[config.mk]
export PLATFORM = sky130hd
export DESIGN_NAME = regfile_wb_arbiter
export DESIGN_NICKNAME = d
export VERILOG_FILES = /design/src/rtl/regfile_wb_arbiter.sv
export SDC_FILE = /design/constraint.sdc
export NUM_CORES = 1
export LEC_CHECK = 0
export BUFFER_PORTS_ARGS = -buffer_cell sky130_fd_sc_hd__buf_2
export CAP_MARGIN = 20
export CORE_UTILIZATION = 46
export DETAILED_ROUTE_END_ITERATION = 10
export PLACE_DENSITY = 0.79
export SETUP_SLACK_MARGIN = 0.05
export SKIP_LAST_GASP = 1
export SYNTH_ARGS = -nofsm -noshare
export SYNTH_HDL_FRONTEND = slang
export SYNTH_SLANG_ARGS = --single-unit
[constraint.sdc]
create_clock -name clk -period 2.6 [get_ports clk]
set_input_delay 0.39 -clock clk [delete_from_list [all_inputs] [get_ports clk]]
set_output_delay 0.39 -clock clk [all_outputs]
set_load 0.005 [all_outputs]
[src/rtl/regfile_wb_arbiter.sv]
// Register file write-port owner: clears x1..x(NUM_REGS-1) after reset, then
// round-robin arbitrates ALU and LSU writeback requests onto a registered port.
module regfile_wb_arbiter #(
    parameter int unsigned DATA_W   = 32,
    parameter int unsigned ADDR_W   = 5,
    parameter int unsigned NUM_REGS = 32,
    parameter bit          CLEAR_EN = 1'b1,
    parameter int unsigned CNT_W    = 16
) (
    input  logic              clk,
    input  logic              rst_n,
    input  logic              alu_valid,
    input  logic [ADDR_W-1:0] alu_rd,
    input  logic [DATA_W-1:0] alu_wd,
    output logic              alu_ready,
    input  logic              lsu_valid,
    input  logic [ADDR_W-1:0] lsu_rd,
    input  logic [DATA_W-1:0] lsu_wd,
    output logic              lsu_ready,
    output logic              RegW,
    output logic [ADDR_W-1:0] Rd,
    output logic [DATA_W-1:0] Wd,
    output logic              init_done,
    output logic [CNT_W-1:0]  conflict_cnt
);

    typedef enum logic [0:0] {StClear, StRun} state_e;

    localparam logic [ADDR_W-1:0] LastIdx    = ADDR_W'(NUM_REGS - 1);
    localparam state_e            ResetState = CLEAR_EN ? StClear : StRun;

    state_e            state_q;
    logic [ADDR_W-1:0] sweep_q;
    logic              rr_q;      // 0: ALU wins next conflict, 1: LSU wins
    logic              conflict;

    // The port only opens once init_done is registered, so readies stay low
    // for the whole sweep including its final write cycle.
    always_comb begin
        conflict  = init_done && alu_valid && lsu_valid;
        alu_ready = init_done && alu_valid && (!lsu_valid || !rr_q);
        lsu_ready = init_done && lsu_valid && (!alu_valid || rr_q);
    end

    always_ff @(posedge clk or negedge rst_n) begin
        if (!rst_n) begin
            state_q      <= ResetState;
            sweep_q      <= ADDR_W'(1);
            rr_q         <= 1'b0;
            RegW         <= 1'b0;
            Rd           <= '0;
            Wd           <= '0;
            init_done    <= 1'b0;
            conflict_cnt <= '0;
        end else begin
            RegW <= 1'b0;
            case (state_q)
                StClear: begin
                    RegW    <= 1'b1;
                    Rd      <= sweep_q;
                    Wd      <= '0;
                    sweep_q <= sweep_q + ADDR_W'(1);
                    if (sweep_q == LastIdx) begin
                        state_q <= StRun;
                    end
                end
                StRun: begin
                    init_done <= 1'b1;
                    // x0 writes are acknowledged but never reach the port.
                    if (alu_ready && (alu_rd != '0)) begin
                        RegW <= 1'b1;
                        Rd   <= alu_rd;
                        Wd   <= alu_wd;
                    end else if (lsu_ready && (lsu_rd != '0)) begin
                        RegW <= 1'b1;
                        Rd   <= lsu_rd;
                        Wd   <= lsu_wd;
                    end
                    if (conflict) begin
                        rr_q <= ~rr_q;
                        if (conflict_cnt != '1) begin
                            conflict_cnt <= conflict_cnt + CNT_W'(1);
                        end
                    end
                end
                default: state_q <= ResetState;
            endcase
        end
    end

endmodule

; ---- Word-level counts from Yosys, hierarchy flattened
; Cells that the tools add are included.
[op_classes]
add_sub_neg = 2
muxes = 11
n_eq_ne = 3
reduce_logical = 16
bitwise_logic = 2
[ops]
columns = operator, n
row1 = $mux W32, 2
row2 = $pmux W32 S2, 1
row3 = $add A16 B1 Y16 const B, 1
row4 = $ne A16 B16 Y1 const B, 1
row5 = $mux W5, 2
row6 = $pmux W5 S2, 1
row7 = $reduce_bool A5 Y1, 2
row8 = $logic_and A1 B1 Y1, 7
row9 = $add A5 B1 Y5 const B, 1
row10 = $eq A5 B5 Y1 const B, 1
row11 = $mux W1, 4
row12 = $logic_not A1 Y1, 3
row13 = $ne A3 B1 Y1 const B, 1
row14 = $reduce_and A3 Y1, 1
row15 = $logic_or A1 B1 Y1, 2
row16 = $not A1 Y1, 2
row17 = $pmux W1 S2, 1
row18 = $reduce_and A2 Y1, 1
[word_totals]
input_bits = 78
ff_bits = 62
output_inout_bits = 57
wordCells = 42

; ---- Depth between registers and ports, before layout
[logic_depth]
word_depth = 7
mapped_depth = 8

; ---- Least setup slack after synthesis
; OpenSTA, ideal clock, no wires.
[synth_timing]
path_type = reg-to-reg
startpoint = reg init_done
endpoint = reg conflict_cnt[13]
setup_time_ns = 0.127
path_stages_with_launch = 7
arrival_ns = 1.745
setup_slack_ns = 0.728
required_time_ns = 2.473
path_cell_list = dfrtp_1 > and4_1 > buf_4 > nand4_4 > or4_4 > nor2_2 > mux2_1
[synth_via]
elab_chain_len = 3
[synth_rtl]
columns = element, line_no
row1 = start: declaration, 23  ; output logic init_done,
row2 = start signal: assignment, 53  ; init_done <= 1'b0;
row3 = start signal: assignment, 68  ; init_done <= 1'b1;
row4 = $logic_and A1 B1 Y1 (2 in a row), 40  ; conflict = init_done && alu_valid && lsu_valid;
row5 = $reduce_and A3 Y1 (no source line), -
row6 = end signal: assignment, 82  ; conflict_cnt <= conflict_cnt + CNT_W'(1);
row7 = end: declaration, 24  ; output logic [CNT_W-1:0] conflict_cnt
; No other way between the ends.
; A chain may end at the register's enable or synchronous reset.

; ---- Final worst setup path
[layout_timing]
startpoint = reg conflict_cnt[2]
endpoint = reg conflict_cnt[15]
[layout_via]
elab_chain_len = 2
elab_cells_between_ends = 3
[layout_rtl]
columns = element
row1 = "parallel branches: the longest is 2 deep, another holds $add A16 B1 Y16"
; Parallel ways; which one is timed is not known.

==> flow_metrics.env <==
export IMPL_status="finished clean"
export IMPL_setup_viol=0
export IMPL_drive_above_1_share_pct=43.2
export IMPL_core_um2=5960
export IMPL_synth_compound_area_share_pct=24.7
export IMPL_synth_nets=326
export IMPL_cts_setup_buffers=0
export IMPL_crit_required_ns=2.80
export IMPL_power_mw=2.97
export IMPL_worst_slack_ns=0.614
export IMPL_syn_area_per_cell_um2=11.6
export IMPL_slew_viol_final=0
export IMPL_cts_buffer_depth=2
export IMPL_die_x_um=80.6
export IMPL_clk_pin_slew_ns=0.06
export IMPL_period_share_pct=76.4
export IMPL_synth_top_area_share_pct=53.7
export IMPL_rsz0062_at_grt="false"
export IMPL_synth_edf_count=0
export IMPL_detailed_place_hpwl_um=5070
export IMPL_setup_tns_ns=0
export IMPL_synth_top_family_by_area="compound AO/OA/AOI/OAI gates"
export IMPL_relSlewSlack_pct=48.9
export IMPL_synthArstFlopShare_pct=100
export IMPL_gp_congestion=0.855
export IMPL_arrival_ns=2.19
export IMPL_synth_area_leaders="dfrtp_1 (54%), a22o_1 (9.9%), a21o_1 (8.5%)"
export IMPL_antenna_cells=0
export IMPL_clock_sinks=62
export IMPL_worst_slew_pin_slew_ns=0.767
export IMPL_synthDistinctLibCells=41
export IMPL_yosys_area_share_xor_xnor_pct=4.31
export IMPL_fp_dieH_um=80.6
export IMPL_irDropWorstVdd_mv=0.566
export IMPL_grt_pass1_wl_um=11200
export IMPL_grt_pass1_vias=2470
export IMPL_ys_ff_latch=62
export IMPL_post_cts_resized=0
export IMPL_synthFlopType="dfrtp_1"
export IMPL_max_freq_mhz=504
export IMPL_design_portCount=135
export IMPL_finalHoldViolCount=0
export IMPL_root_buffer="clkbuf_8"
export IMPL_track_usage_pct=22.9
export IMPL_synth_simple_area_share_pct=10.4
export IMPL_num_vias=2530
export IMPL_grt_antenna_before_repair=0
export IMPL_fin_crit_ns=1.99
export IMPL_synth_largest_area_cell="dfrtp_1"
export IMPL_drt_iter0_markers=137
export IMPL_drc=0
export IMPL_numCtsBuffers=9
export IMPL_slowest_delay_ns=0.53
export IMPL_crit_type="register to register"
export IMPL_layout_cells_non_filler=464
export IMPL_grt_max_degree=44
export IMPL_path_max_fanout=5
export IMPL_pre_cts_ws_ns=0.566
export IMPL_start_util_pct=47.7
export IMPL_drt_total_wl_um=6840
export IMPL_nNetsFinal=465
export IMPL_dieArea_um2=6500
export IMPL_p_per_area_nw_per_um2=779
export IMPL_crit_slowest_cell="or4_4"
export IMPL_min_path_type="primary input to asynchronous set/reset pin"
export IMPL_synthAdderAreaFrac_pct=1.32
export IMPL_cp_cell_sequence="and3_1 > nand4_4 > or4_4 > nor2_2 > mux2_1"
export IMPL_synth_cells=245
export IMPL_max_cap_violations=0
export IMPL_wire_per_inst_um=14.7
export IMPL_dp_cells=448
export IMPL_htree_levels=3
export IMPL_overflow=0
export IMPL_start_kind="register"
export IMPL_ant_nets=0
export IMPL_routed_via_density=5.45
export IMPL_finClkSkew_ns=0.00766
export IMPL_syn_cell_area_um2=2840
export IMPL_holdBufCountCts=0
export IMPL_port_buffers=134
export IMPL_p_leak_nw=2.12
export IMPL_synth_mux_area_share_pct=1.98
export IMPL_seq_area_frac_synth_pct=54.6
export IMPL_area_delta_synth_final_pct=33.9
export IMPL_yosysWarnings=0
export IMPL_rows=28
export IMPL_cts_tree="yes"
export IMPL_critPathCaptureType="register"
export IMPL_clock_latency_ns=0.33
export IMPL_dr_pass1_iters=4
## registers in the layout, indices dropped and copies added, names as in the netlist
| register | count |
|---|---|
| Wd | 32 |
| conflict_cnt | 16 |
| Rd | 5 |
| sweep_q | 5 |
| RegW | 1 |
| init_done | 1 |
| rr_q | 1 |
| state_q | 1 |
## cells by family after synthesis
| logic type | Yosys count |
|---|---|
| AO/OA/AOI/OAI | 87 |
| XOR/XNOR | 14 |
| buffers and inverters | 18 |
| AND/OR/NAND/NOR | 56 |
| multiplexers | 5 |
| adder cells (fa/ha/maj) | 3 |
| flip-flops | 62 |
## cell type report
type / count / area, um2
Clock buffer: 15 / 176
Clock inverter: 1 / 5.00
Fill cell: 511 / 2150
Inverter: 6 / 22.5
Multi-Input combinational cell: 165 / 1230
Sequential cell: 62 / 1550
Tap cell: 75 / 93.8
Timing Repair Buffer: 140 / 728
## path summary, 6_finish.rpt
path | cells after the start | start | slack (ns) | endpoint
worst max-delay path | 5 | conflict_cnt[2] | 0.61 | conflict_cnt[15]
worst min-delay path | 1 | rst_n | 0.13 | conflict_cnt[11]
worst max register to register | 5 | conflict_cnt[2] | 0.61 | conflict_cnt[15]
worst min register to register | 2 | Rd[2] | 0.48 | Rd[2]
max in group asynchronous | 2 | rst_n | 1.79 | sweep_q[0]
min in group clk | 2 | alu_wd[17] | 0.25 | Wd[17]
## cell usage in the layout (no fill, tap or decap), types with 2 or more instances in the layout
cell / n
dfrtp_1: 61
nor2_2: 3
a221oi_1: 5
buf_2: 134
mux2_2: 3
inv_1: 4
nor2_1: 10
a22o_1: 32
o31ai_1: 6
nor3_1: 2
nand2_1: 19
and3_1: 5
xnor2_1: 11
a211oi_1: 2
nand3_1: 5
mux2_1: 2
buf_4: 5
ha_1: 3
nand4_1: 4
xor2_1: 3
a21oi_1: 3
clkbuf_1: 3
or2_2: 2
clkbuf_8: 12
a21o_1: 32
## Yosys cell counts, drive strengths merged (4+ instances only)
master	n
mux2	5
buf	8
nand4	5
nand2	19
a22o	32
inv	5
a221oi	6
o31ai	6
a21o	32
clkbuf	4
nand3	5
nor2	13
and3	5
xnor2	11
dfrtp	61
a21oi	4
## through the flow
stage,util (%),cell area (um2),hold slack (ns)
2_1_floorplan,-,2840,0.0944
3_3_place_gp,60.9,3620,0.459
3_5_place_dp,60.9,3620,0.471
4_1_cts,63.9,3810,0.148
5_1_grt,63.9,3810,0.176
6_report,63.9,3810,0.133
## critical path: cells and delay by family (launching register included)
| family | cells | cell delay (ns) |
|---|---|---|
| and+or+nand+nor | 4 | 1.08 |
| DFF | 1 | 0.44 |
| muxes | 1 | 0.35 |
## report_power, final
part           internal, mW  leakage, nW  total, mW  switching, mW
logic                 0.463         1.26      0.858          0.395
clock network         0.424       0.0937      0.765          0.341
registers              1.19        0.765       1.34          0.156
total                  2.07         2.12       2.97          0.893
## routing by layer
metal  up-vias  GRT usage [%]  wire length (um)
met5         -              0                 0
met4         0           8.93                93
met3         7           8.30               555
met2       120           35.3              3280
met1      1223           29.1              2910
li1       1180              -                 -
(Power assumes the default switching activity.)
